**src/rtl/seed_loader.sv**
```systemverilog
// Captures the free-running XNOR LFSR state on a load request, replaces the
// all-ones lock-up value with a default seed, then writes it out one row per cycle.
module seed_loader #(
  parameter int unsigned      WIDTH        = 64,
  parameter int unsigned      ROW_W        = 8,
  parameter int unsigned      NROWS        = WIDTH / ROW_W,
  parameter logic [WIDTH-1:0] DEFAULT_SEED = 64'h0123_4567_89AB_CDEF,
  localparam int unsigned     AW           = (NROWS > 1) ? $clog2(NROWS) : 1
) (
  input  logic             clk,
  input  logic             reset,
  input  logic [WIDTH-1:0] shift_seed,
  input  logic             load_req,
  output logic             busy,
  output logic             row_we,
  output logic [AW-1:0]    row_addr,
  output logic [ROW_W-1:0] row_data,
  output logic             done,
  output logic [WIDTH-1:0] seed_out,
  output logic             seed_subst
);

  typedef enum logic [1:0] {
    IDLE,
    LOAD,
    DONE
  } state_t;

  state_t           state_q, state_d;
  logic [AW-1:0]    row_cnt_q, row_cnt_d;
  logic             req_q, req_d;
  logic [WIDTH-1:0] seed_q, seed_d;
  logic             subst_q, subst_d;
  logic             rise;
  logic             all_ones;

  always_ff @(posedge clk or posedge reset) begin
    if (reset) begin
      state_q   <= IDLE;
      row_cnt_q <= '0;
      req_q     <= 1'b0;
      seed_q    <= '0;
      subst_q   <= 1'b0;
    end else begin
      state_q   <= state_d;
      row_cnt_q <= row_cnt_d;
      req_q     <= req_d;
      seed_q    <= seed_d;
      subst_q   <= subst_d;
    end
  end

  always_comb begin
    state_d   = state_q;
    row_cnt_d = row_cnt_q;
    seed_d    = seed_q;
    subst_d   = subst_q;
    req_d     = load_req;
    rise      = load_req & ~req_q;
    all_ones  = &shift_seed;

    // Rising edges outside IDLE are dropped; req_q still tracks the level.
    unique case (state_q)
      IDLE: begin
        if (rise) begin
          seed_d    = all_ones ? DEFAULT_SEED : shift_seed;
          subst_d   = all_ones;
          row_cnt_d = '0;
          state_d   = LOAD;
        end
      end
      LOAD: begin
        if (row_cnt_q == AW'(NROWS - 1)) begin
          row_cnt_d = '0;
          state_d   = DONE;
        end else begin
          row_cnt_d = row_cnt_q + 1'b1;
        end
      end
      DONE: state_d = IDLE;
      default: state_d = IDLE;
    endcase
  end

  always_comb begin
    busy     = (state_q != IDLE);
    row_we   = (state_q == LOAD);
    done     = (state_q == DONE);
    row_addr = row_we ? row_cnt_q : '0;
    row_data = '0;
    // Row 0 carries the most significant slice of the seed.
    if (row_we) begin
      for (int unsigned r = 0; r < NROWS; r++) begin
        if (row_cnt_q == AW'(r)) begin
          row_data = seed_q[WIDTH-1-r*ROW_W -: ROW_W];
        end
      end
    end
  end

  assign seed_out   = seed_q;
  assign seed_subst = subst_q;

endmodule
```
**config.mk**
```make
export PLATFORM = sky130hd
export DESIGN_NAME = seed_loader
export DESIGN_NICKNAME = d
export VERILOG_FILES = /design/src/rtl/seed_loader.sv
export SDC_FILE = /design/constraint.sdc
export NUM_CORES = 1
export LEC_CHECK = 0
export BUFFER_PORTS_ARGS = -buffer_cell sky130_fd_sc_hd__buf_2
export CAP_MARGIN = 0
export CORE_MARGIN = 2
export CORE_UTILIZATION = 53
export CTS_CLUSTER_DIAMETER = 60
export DETAILED_ROUTE_END_ITERATION = 7
export GPL_TIMING_DRIVEN = 0
export PLACE_DENSITY_LB_ADDON = 0.12
export SLEW_MARGIN = 20
export SYNTH_ARGS = -nofsm -noshare
export SYNTH_HDL_FRONTEND = slang
export SYNTH_SLANG_ARGS = --single-unit
```
**constraint.sdc**
```tcl
create_clock -name clk -period 3.5 [get_ports clk]
set_clock_uncertainty 0.1 [all_clocks]
set_input_delay 0.175 -clock clk [delete_from_list [all_inputs] [get_ports clk]]
set_output_delay 0.175 -clock clk [all_outputs]
set_load 0.1 [all_outputs]
```
==> flow_summary.ini, run 1 <==
[status]
status = finished clean

[logic_synthesis]
netlist_instances = 417
ys_types = 35
netlist_area_um2 = 3710
synth_area_per_cell_um2 = 8.90
syn_nets = 490
ys_ff_latch = 71
ys_seq_area_frac = 0.479
synth_warnings = 0

[detailed_routing]
routed_wl_um = 12900
route.detailed.drc = 0
vias = 4031
drt_iter0_drc = 364
drt_first_pass_iters = 5
wl_per_cell_um = 18.2
ant_nets = 0
viasPerCell = 5.69

[floorplan]
coreArea_um2 = 6790
die_h_um = 87.7
start_util = 0.546
rows = 30
pin_count = 146
die_area_um2 = 7690
dieWidth_um = 87.7

[setup_path]
critPathCaptureType = output pin
crit_path_top_delay_cell = dfrtp_1
critPathMaxFanout = 9
ff2ff_path_depth = 5
critPathRequiredTime_ns = 3.22
cp_slowest_stage_delay_ns = 0.44
worstPathArrival_ns = 3.18
worst-setup-path-type = flip-flop to output pin
startpoint_type = flip-flop
cp_cell_sequence = ha_1 -> ha_1 -> clkbuf_1 -> or2_2 -> clkbuf_1 -> a221oi_1 -> o22ai_1 -> a221oi_2 -> buf_6

[cts]
clock_sinks = 71
cts_buffer_depth = 2
cts-buffers-inserted = 9
clk_latency_ns = 0.35
cts_max_level = 3
path_clk_slew_ns = 0.08
cts_tree = built
root_buffer = clkbuf_8

[placement]
placed_cells = 659
place_ws_ns = 0.273
portBuffers = 145
gp_congestion = 0.920
dp_hpwl_um = 9270

[grt]
grt_pass1_wl_um = 19500
antenna_found_initial = 0
grt.total_usage = 0.337
grt_max_degree = 50
first_global_vias = 3869
grt.overflow.total = 0

[min_path]
hold_path_depth = 3
min_path_type = primary input to flip-flop

[sta]
rsz0062_at_grt = true
max_freq_mhz = 290
period_minus_slack_ns = 3.45
period_share = 0.987
hold_violations = 0
slew_headroom = 0.583
setup_viol = 0
whs_ns = 0.0165
drv_slew = 0
fin_ws_ns = 0.0459
tightest_slew_ns = 0.626

[cells_and_area]
fin_util = 0.771
drive_above_1_share = 0.302
diodes = 0
final_cell_mix = 141 x buf_2, 93 x nand2_1, 71 x dfrtp_1
num-nets-final = 682
syn2layout_area_growth_pct = 41.2
final_cells = 709
mostFrequentLayoutCell = buf_2

[run]
cap_viol_max_count = 0
## final cells by class
class	instances	area [µm²]
clock inverters	4	45.0
clock buffers	11	151
plain buffers	33	159
inverters	21	85.1
well taps	96	120
repair buffers	181	1140
multi-input cells	292	1760
flip-flops and latches	71	1780
fillers	476	1550
## flip-flops by register name (all words and copies together) (netlist names)
register    count
seed_out       64
row_cnt_q       3
state_q         2
req_q           1
seed_subst      1
## what timing repair did
action,4_1_cts,5_1_grt
buffers inserted,0,1
endpoints found under the setup margin,8,8
cloned,0,0
hold buffers,34,0
gates resized for setup,8,9
pin swaps,0,0
hold endpoints to repair,55,0
## metal layers
metal	global-route usage	vias up	wire length, µm
li1	-	1834	-
met1	0.442	1919	5380
met2	0.556	240	6190
met3	0.0547	38	969
met4	0.140	0	392
met5	0	-	0
## Yosys cell counts, drive strengths merged
cell type | n | area, µm²
nand2 | 93 | 349
dfrtp | 71 | 1780
a21oi | 54 | 274
mux2i | 26 | 260
clkbuf | 21 | 78.8
inv | 20 | 75.1
a221oi | 16 | 140
nand4 | 16 | 100
o21ai | 13 | 65.1
buf | 12 | 80.1
nor2 | 10 | 37.5
nor3 | 9 | 56.3
nand3b | 8 | 60.1
nor2b | 8 | 50.1
nor3b | 8 | 60.1
o22ai | 8 | 50.1
ha | 6 | 75.1
nor4 | 3 | 18.8
and2 | 2 | 12.5
nand3 | 2 | 10.0
o31ai | 2 | 15.0
or2 | 2 | 12.5
a22o | 1 | 8.76
and2b | 1 | 7.51
and4 | 1 | 8.76
clkinv | 1 | 3.75
nor4b | 1 | 8.76
or2b | 1 | 7.51
or3b | 1 | 8.76
## path summary, 6_finish.rpt
check / startpoint / end / slack (ns)
setup / recovery: row_cnt_q[0] / row_data[7] / 0.05
setup reg to reg: row_cnt_q[0] / state_q[0] / 1.28
hold reg to reg: seed_out[24] / seed_out[24] / 0.42
min in group asynchronous: reset / state_q[0] / 0.23
hold / removal: shift_seed[20] / seed_out[20] / 0.02
max in group asynchronous: reset / seed_out[36] / 2.52
## worst max-delay path, delay by kind of cell (launching register included)
kind | cells | cell delay [ns]
AOI/OAI and AO/OA | 3 | 0.92
buffers and inverters | 3 | 0.70
adders and majority gates | 2 | 0.45
DFF | 1 | 0.44
and+or+nand+nor | 1 | 0.32
## per-stage QoR
step / cell area (µm²) / TNS (ns)
2_1_floorplan: 3760 / 0
3_3_place_gp: 4610 / 0
3_5_place_dp: 4640 / 0
4_1_cts: 5190 / 0
5_1_grt: 5240 / -0.0781
6_report: 5240 / 0
## cell families after synthesis
group / after synthesis / share of synthesized area
simple gates: 166 / 0.218
mux: 26 / 0.0701
flops: 71 / 0.479
compound gates: 94 / 0.149
fa+ha+maj: 6 / 0.0202
buf+inv: 54 / 0.0641
Power of run 1 is left out: the tool's default activity adds up to more than one toggle a clock period on the data nets, which glitch-free logic cannot reach.
==> run 2, diff against run 1 <==
Settings changed: CORE_UTILIZATION 53 to 30, HOLD_SLACK_MARGIN set to 0.08.
==> run 2 against run 1 <==
Maximum frequency increased by 1.1%. First-iteration DRC count decreased by 28%. Routed wire length increased by 14%. Sequential share of layout area decreased by 3.0 points. Setup slack improved by 0.037 ns. Flip-flop and latch count unchanged. Highest routed layer unchanged. Cell count increased by 14%. Global-route usage decreased by 11 points. Worst hold slack improved by 0.055 ns. Non-clock buffer count increased by 28. Register-to-register slack improved by 0.10 ns. Design area increased by 9.7%.
==> flow_summary.ini, run 2 (synthesized netlist as in run 1, its figures left out) <==
[status]
status = finished clean

[placement]
gp_congestion = 0.879
portBuffers = 145
dp_hpwl_um = 10800

[grt]
grt.total_usage = 0.223
use_met3 = 0.0459
busiest_layer = met2
gr-usage-met2 = 0.351
grt_max_degree = 41
antenna_found_initial = 0
grt_use_met1 = 0.310
grt.overflow.total = 0
grt_pass1_wl_um = 22100
first_global_vias = 3988

[cells_and_area]
diodes = 0
largest_register_ffs = 64
mostFrequentLayoutCell = buf_2
fillCellCount = 1204
syn2layout_area_growth_pct = 54.9
num-nets-final = 710
final_cell_mix = 141 x buf_2, 93 x nand2_1, 71 x dfrtp_1
drive_above_1_share = 0.287

[detailed_routing]
drt_iter0_drc = 261
route.detailed.drc = 0
drt_first_pass_iters = 5
ant_nets = 0
wl_per_cell_um = 18.2
vias = 3994
viasPerCell = 4.93
routed_wl_um = 14700

[cts]
cts_max_level = 3
cts_buffer_depth = 2
cts-buffers-inserted = 9
post_cts_buffers = 0
path_clk_slew_ns = 0.06
clock_sinks = 71
cts_tree = built
clk_latency_ns = 0.33
root_buffer = clkbuf_16

[setup_path]
critPathRequiredTime_ns = 3.22
cp_cell_sequence = ha_1 -> ha_1 -> clkbuf_1 -> or2_2 -> clkbuf_1 -> a221oi_1 -> o22ai_1 -> a221oi_2 -> buf_6
startpoint_type = flip-flop
critPathMaxFanout = 9
crit_path_top_delay_cell = dfrtp_1
critPathCaptureType = output pin
worst-setup-path-type = flip-flop to output pin
worstPathArrival_ns = 3.14
cp_slowest_stage_delay_ns = 0.43

[floorplan]
pin_count = 146
start_util = 0.308
coreArea_um2 = 12100
die_h_um = 115
dieWidth_um = 115
die_area_um2 = 13300
rows = 40

[sta]
max_freq_mhz = 293
slew_headroom = 0.591
hold_violations = 0
drv_slew = 0
whs_ns = 0.0718
period_minus_slack_ns = 3.42
tightest_slew_ns = 0.613
period_share = 0.976
rsz0062_at_grt = true
setup_viol = 0
setup-tns-final_ns = 0

[run]
cap_viol_max_count = 0

[min_path]
min_path_type = primary input to flip-flop
-- run 2: changes by cell type in the layout (fill, tap and decap cells not counted), moves of 2 or more --
cell	change
buf_6	+2
buf_4	-3
dlygate4sd3_1	+29
clkinv_2	-2
clkbuf_8	-9
clkbuf_16	+9
clkbuf_1	+2
-- run 2: repair_timing --
action | in CTS | in global routing
endpoints found under the hold margin | 93 | 0
gates resized for setup | 6 | 18
cloned | 0 | 0
endpoints found under the setup margin | 8 | 8
hold buffers | 63 | 0
-- run 2: layer usage --
metal | vias to the layer above | part of all wire
li1 | 1894 | -
met1 | 1914 | 0.47
met2 | 162 | 0.45
met3 | 24 | 0.050
met4 | 0 | 0.024
met5 | - | 0
-- run 2: layout make-up --
class / instances / area, µm² / area share
sequential: 71 / 1780 / 0.309
multi-input combinational: 292 / 1770 / 0.307
timing repair buffer: 209 / 1430 / 0.248
clock buffer: 13 / 260 / 0.0453
tap: 168 / 210 / 0.0366
buffer: 33 / 159 / 0.0277
inverter: 21 / 83.8 / 0.0146
clock inverter: 3 / 65.1 / 0.0113
-- run 2: worst paths after layout --
kind,start,end,slack [ns],cells past startpoint
worst max-delay path,row_cnt_q[0],row_data[7],0.08,9
min in group asynchronous,reset,req_q,0.30,3
worst max register to register,row_cnt_q[0],state_q[0],1.38,5
max in group asynchronous,reset,seed_out[28],2.43,4
worst min register to register,seed_out[8],seed_out[8],0.41,2
worst min-delay path,shift_seed[28],seed_out[28],0.07,3
-- run 2: critical path, delay by kind of cell (launching register included) --
family	cells	cell delay (ns)
compound gates	3	0.91
buf+inv	3	0.71
fa+ha+maj	2	0.44
flops	1	0.43
simple gates	1	0.32
-- run 2: stage by stage --
step           cell area (µm²)  setup slack, ns  utilization  instances
2_1_floorplan             3760           0.0415            -        417
3_3_place_gp              4700            0.217        0.389        730
3_5_place_dp              4720            0.221        0.391        731
4_1_cts                   5690           0.0583        0.472        810
5_1_grt                   5750          -0.0454        0.476        810
6_report                  5750           0.0832        0.476        810
Power of run 2 is left out for the same reason.
